--- src/rtl/sin_tone_player.sv ---
`default_nettype none
// ============================================================================
// Module   : sin_tone_player
// Purpose  : Tone sequencer. It steps a phase accumulator, issues sine-table
//            addresses on sample ticks, and returns the table samples with a
//            valid strobe. Optional macro TONE_VOLUME_EN adds vol_shift
//            attenuation.
// Revision : 1.0 - initial release
// ============================================================================
module sin_tone_player #(
    parameter int COUNT_SIZE = 8,
    parameter int PHASE_W    = 16,
    parameter int DUR_W      = 16
) (
    input  logic                  CLK,
    input  logic                  RESETn,
    input  logic                  start,
    input  logic [PHASE_W-1:0]    freq_inc,
    input  logic [DUR_W-1:0]      duration,
`ifdef TONE_VOLUME_EN
    input  logic [2:0]            vol_shift,
`endif
    input  logic                  sample_tick,
    output logic [COUNT_SIZE-1:0] ADDR,
    input  logic [15:0]           Q,
    output logic [15:0]           sample_out,
    output logic                  sample_valid,
    output logic                  busy,
    output logic                  done
);

    typedef enum logic [1:0] {
        ST_IDLE  = 2'd0,
        ST_PLAY  = 2'd1,
        ST_DRAIN = 2'd2
    } state_t;

    // The top-bits value with no table entry is redirected to address 0.
    localparam logic [COUNT_SIZE-1:0] NO_ENTRY_ADDR = '1;

    state_t                  state_q, state_d;
    logic [PHASE_W-1:0]      phase_q, phase_d;
    logic [PHASE_W-1:0]      inc_q, inc_d;
    logic [DUR_W-1:0]        rem_q, rem_d;
    logic [COUNT_SIZE-1:0]   addr_q, addr_d;
    logic [1:0]              pipe_q, pipe_d;
    logic [15:0]             sample_q, sample_d;
    logic                    valid_q, valid_d;
    logic                    done_q, done_d;
    logic [COUNT_SIZE-1:0]   w_top_bits;
    logic [15:0]             w_q_scaled;

    assign w_top_bits = phase_q[PHASE_W-1 -: COUNT_SIZE];

`ifdef TONE_VOLUME_EN
    logic [2:0] vol_q, vol_d;

    assign w_q_scaled = 16'($signed(Q) >>> vol_q);
`else
    assign w_q_scaled = Q;
`endif

    always_comb begin
        state_d  = state_q;
        phase_d  = phase_q;
        inc_d    = inc_q;
        rem_d    = rem_q;
        addr_d   = addr_q;
        done_d   = 1'b0;
        pipe_d   = {pipe_q[0], 1'b0};
`ifdef TONE_VOLUME_EN
        vol_d    = vol_q;
`endif
        case (state_q)
            ST_IDLE: begin
                if (start) begin
                    if (duration != '0) begin
                        state_d = ST_PLAY;
                        inc_d   = freq_inc;
                        rem_d   = duration;
                        phase_d = '0;
`ifdef TONE_VOLUME_EN
                        vol_d   = vol_shift;
`endif
                    end else begin
                        done_d  = 1'b1;
                    end
                end
            end
            ST_PLAY: begin
                if (sample_tick) begin
                    addr_d    = (w_top_bits == NO_ENTRY_ADDR) ? '0 : w_top_bits;
                    phase_d   = phase_q + inc_q;
                    rem_d     = rem_q - DUR_W'(1);
                    pipe_d[0] = 1'b1;
                    if (rem_q == DUR_W'(1)) begin
                        state_d = ST_DRAIN;
                    end
                end
            end
            ST_DRAIN: begin
                // Stage 1 empty means this edge delivers the last sample.
                if (!pipe_q[0]) begin
                    state_d = ST_IDLE;
                    done_d  = 1'b1;
                end
            end
            default: state_d = ST_IDLE;
        endcase
        valid_d  = pipe_q[1];
        sample_d = pipe_q[1] ? w_q_scaled : sample_q;
    end

    always_ff @(posedge CLK or negedge RESETn) begin
        if (!RESETn) begin
            state_q  <= ST_IDLE;
            phase_q  <= '0;
            inc_q    <= '0;
            rem_q    <= '0;
            addr_q   <= '0;
            pipe_q   <= '0;
            sample_q <= '0;
            valid_q  <= 1'b0;
            done_q   <= 1'b0;
`ifdef TONE_VOLUME_EN
            vol_q    <= '0;
`endif
        end else begin
            state_q  <= state_d;
            phase_q  <= phase_d;
            inc_q    <= inc_d;
            rem_q    <= rem_d;
            addr_q   <= addr_d;
            pipe_q   <= pipe_d;
            sample_q <= sample_d;
            valid_q  <= valid_d;
            done_q   <= done_d;
`ifdef TONE_VOLUME_EN
            vol_q    <= vol_d;
`endif
        end
    end

    assign ADDR         = addr_q;
    assign sample_out   = sample_q;
    assign sample_valid = valid_q;
    assign busy         = (state_q != ST_IDLE);
    assign done         = done_q;

endmodule
`default_nettype wire

--- config.mk ---
export PLATFORM = sky130hd
export DESIGN_NAME = sin_tone_player
export DESIGN_NICKNAME = d
export VERILOG_FILES = /design/src/rtl/sin_tone_player.sv
export SDC_FILE = /design/constraint.sdc
export NUM_CORES = 1
export LEC_CHECK = 0
export CORE_UTILIZATION = 55
export CTS_BUF_LIST = sky130_fd_sc_hd__clkbuf_4 sky130_fd_sc_hd__clkbuf_8
export DETAILED_ROUTE_END_ITERATION = 6
export DONT_BUFFER_PORTS = 1
export GPL_TIMING_DRIVEN = 0
export MAX_ROUTING_LAYER = met4
export PLACE_DENSITY = 0.79
export SYNTH_ARGS = -nofsm -noshare
export SYNTH_HDL_FRONTEND = slang
export SYNTH_SLANG_ARGS = --single-unit
--- constraint.sdc ---
create_clock -name CLK -period 3.1 [get_ports CLK]
set_clock_uncertainty 0.2 [all_clocks]
set_input_delay 0.31 -clock CLK [delete_from_list [all_inputs] [get_ports CLK]]
set_output_delay 0.31 -clock CLK [all_outputs]
set_load 0.1 [all_outputs]
==> run summary <==
status -> finished, final reports clean
CTS resizes -> 0
TritonCTS Sinks -> 78
Primary FF master, synth -> dfrtp_1
most frequent cells in the layout -> 78 x dfrtp_1, 45 x dlygate4sd3_1, 32 x mux2_2, 31 x o21ai_0, 30 x a21oi_1
sw frac -> 45.1%
# hold bufs at CTS -> 46
period utilization -> 78.7%
area occupied by multi-input gates -> 1920 um2
Hold Vio Cnt, Final -> 0
critical path depth in cells -> 10
asr flop ratio synth -> 100%
cell taking the most area after synthesis -> dfrtp_1
static leakage power -> 2.03 nW
Sequential Power Share -> 45.2%
mux share of post-synthesis cell area -> 9.07%
CP Launch Type -> flop
PD cells -> 1030 nW/um2
Buf/Inv on CP -> 1
area grow syn2layout -> 21.4%
post-synthesis cell type count -> 50
CTS buffer count -> 9
initial antenna violation count -> 0
flop2flop setup slack -> 0.66 ns
register area share after synthesis -> 49.1%
combinational power share -> 35.8%
Clk Latency, worst-skew pair -> 0.35 ns
worst setup path category -> flop to flop
DR iter-0 viols -> 214
sw power -> 2.25 mW
Slew @ Worst Pin -> 0.924 ns
syn avg cell area -> 10.4 um2
setup bufs post-CTS -> 0
Via Count -> 3198
worst vdd ir -> 481 uV
Post-Synth XOR/XNOR Area -> 2.87%
H-tree Lvls -> 3
CORE AREA -> 6870 um2
share of post-route cells with drive strength above 1 -> 14.0%
DIE AREA -> 7570 um2
Max Freq -> 410 MHz
cell area after layout -> 4830 um2
placed inst area -> 4090 um2
Max clock buf depth -> 2
Reg2Reg Launch Point -> phase_q[0]
die width -> 87 um
share of the synthesized area in the top cell type -> 49.1%
simple-gate portion of the synthesized area -> 12.4%
Detailed Place HPWL -> 5.96 mm
end of the worst register-to-register path -> phase_q[12]
root buffer selected by CTS -> clkbuf_8
I/O Pins -> 79
count of final setup violators -> 0
syn nets -> 451
vias in the first global route -> 3139
FF+latch count, synth -> 78
Worst path slowest cell -> fa_1
slew margin rel. -> 38.4%
Crit Path Max Fanout -> 3
Synth Area in Compound Gates -> 18.1%
GP Congestion -> 0.880
Initial Util -> 57.9%
worst hold path startpoint -> duration[12]
pins over their slew limit -> 0
RSZ-0062 raised after global routing -> no
CTS clock-pin slew for the worst setup and hold paths -> 0.09 ns
cell row count -> 30
EDFF count, synth -> 0
Post-Syn Area -> 3970 um2
Fill cells -> 504
largest net degree at the start of global routing -> 79
net count reported at finish -> 508
Antenna Cells -> 0
setup total negative slack -> 0 ns
hold depth -> 2
wire length of the first global-routing pass -> 14.8 mm
router iterations before antenna repair -> 5
Post-Route WL -> 9.21 mm
storage element area -> 1950 um2
R2R depth -> 10
CP Cell Sequence -> ha_1 -> inv_1 -> fa_1 -> nor2b_1 -> o22ai_2 -> o22ai_1 -> o41a_1 -> a31oi_1 -> xor2_1 -> o21ai_1
most common cell after layout, fill and taps aside -> dfrtp_1
Worst EP required -> 3.13 ns
Syn Inst Count -> 381
Post-route DRC -> 0
hold endpoint -> rem_q[12]
DR WL/cell -> 17.1 um
Die H -> 87 um
Area contributors post-synth -> dfrtp_1 49%, mux2_2 9.1%, ha_1 5.4%
GRT Overall Usage -> 26.5%
Int Power -> 2.74 mW
Worst path max stage delay -> 0.39 ns
CTS tree -> yes
WP data arrival -> 2.46 ns
number of max-cap violations -> 0
# port buffers -> 0
Top delay family on crit path -> compound AO/OA/AOI/OAI gates
Final Critical Period -> 2.44 ns
crit end category -> flop
area share of fa/ha/maj cells after synthesis -> 5.86%
Min-Delay Path Class -> input pin to flop
largest family of logic cells by synthesized area -> compound AO/OA/AOI/OAI gates
Vias/cell -> 5.93
remaining antenna violation count -> 0
yosys warns -> 0
clock power share -> 18.9%
global route total overflow -> 0
-- sequential cells by signal, indices dropped and copies added (netlist names) --
name,cells
ADDR,8
phase_q,16
sample_out,16
sample_valid,1
pipe_q,2
state_q,2
inc_q,16
done,1
rem_q,16
-- power by group through the flow --
stage	logic (mW)	clock network, mW	registers (mW)
6_report	1.79	0.945	2.26
5_1_grt	2.00	1.00	2.30
4_1_cts	1.75	0.957	2.24
3_5_place_dp	1.67	0	2.27
3_3_place_gp	1.60	0	2.25
2_1_floorplan	1.40	0	2.17
-- worst max path at each step --
stage	startpoint	endpoint
floorplan	phase_q[0]	phase_q[12]
global placement	phase_q[0]	phase_q[12]
detailed placement	phase_q[0]	phase_q[12]
CTS	phase_q[0]	phase_q[12]
global route	phase_q[1]	phase_q[13]
finish	phase_q[0]	phase_q[12]
-- synth_stat cells, types with 5 or more instances --
library cell	count
a22o_1	9
inv_1	11
a31oi_1	5
nand2_1	29
nand4_1	5
xnor2_1	6
ha_1	17
a21o_1	5
xor2_1	7
nor3_1	8
o21ai_1	7
nand3_1	8
o21ai_0	31
clkbuf_1	11
dfrtp_1	78
a21oi_1	30
nor2_1	26
nor2b_1	5
mux2_2	32
-- routing by layer --
metal | vias up | routed length (um) | global-route usage (%)
li1 | 1506 | - | -
met1 | 1512 | 3890 | 32.4
met2 | 155 | 4310 | 42.9
met3 | 25 | 754 | 5.02
met4 | 0 | 251 | 11.8
met5 | - | 0 | -
-- final cells by class --
type | instances | share of cell area [%]
buffer | 15 | 1.27
clock buffer | 10 | 2.85
clock inverter | 6 | 2.41
inverter | 11 | 0.856
multi-input combinational | 277 | 39.8
sequential | 78 | 40.4
tap | 96 | 2.49
timing repair buffer | 46 | 9.90
-- cell families after synthesis --
kind of cell | after synthesis
muxes | 32
AOI/OAI and AO/OA | 115
and+or+nand+nor | 99
buffers and inverters | 26
xor gates and xnor gates | 13
DFF | 78
adders and majority gates | 18
-- metrics by stage --
stage	utilization (%)	std cells	hold slack [ns]	total power [mW]	worst slack (ns)
2_1_floorplan	-	381	-0.186	3.57	0.891
3_3_place_gp	59.6	477	-0.184	3.85	0.723
3_5_place_dp	59.6	477	-0.184	3.94	0.687
4_1_cts	70.3	539	0.0300	4.95	0.676
5_1_grt	70.3	539	0.0346	5.30	0.471
6_report	70.3	539	0.0245	4.99	0.661
No activity file was read; power rests on OpenSTA's default activity.
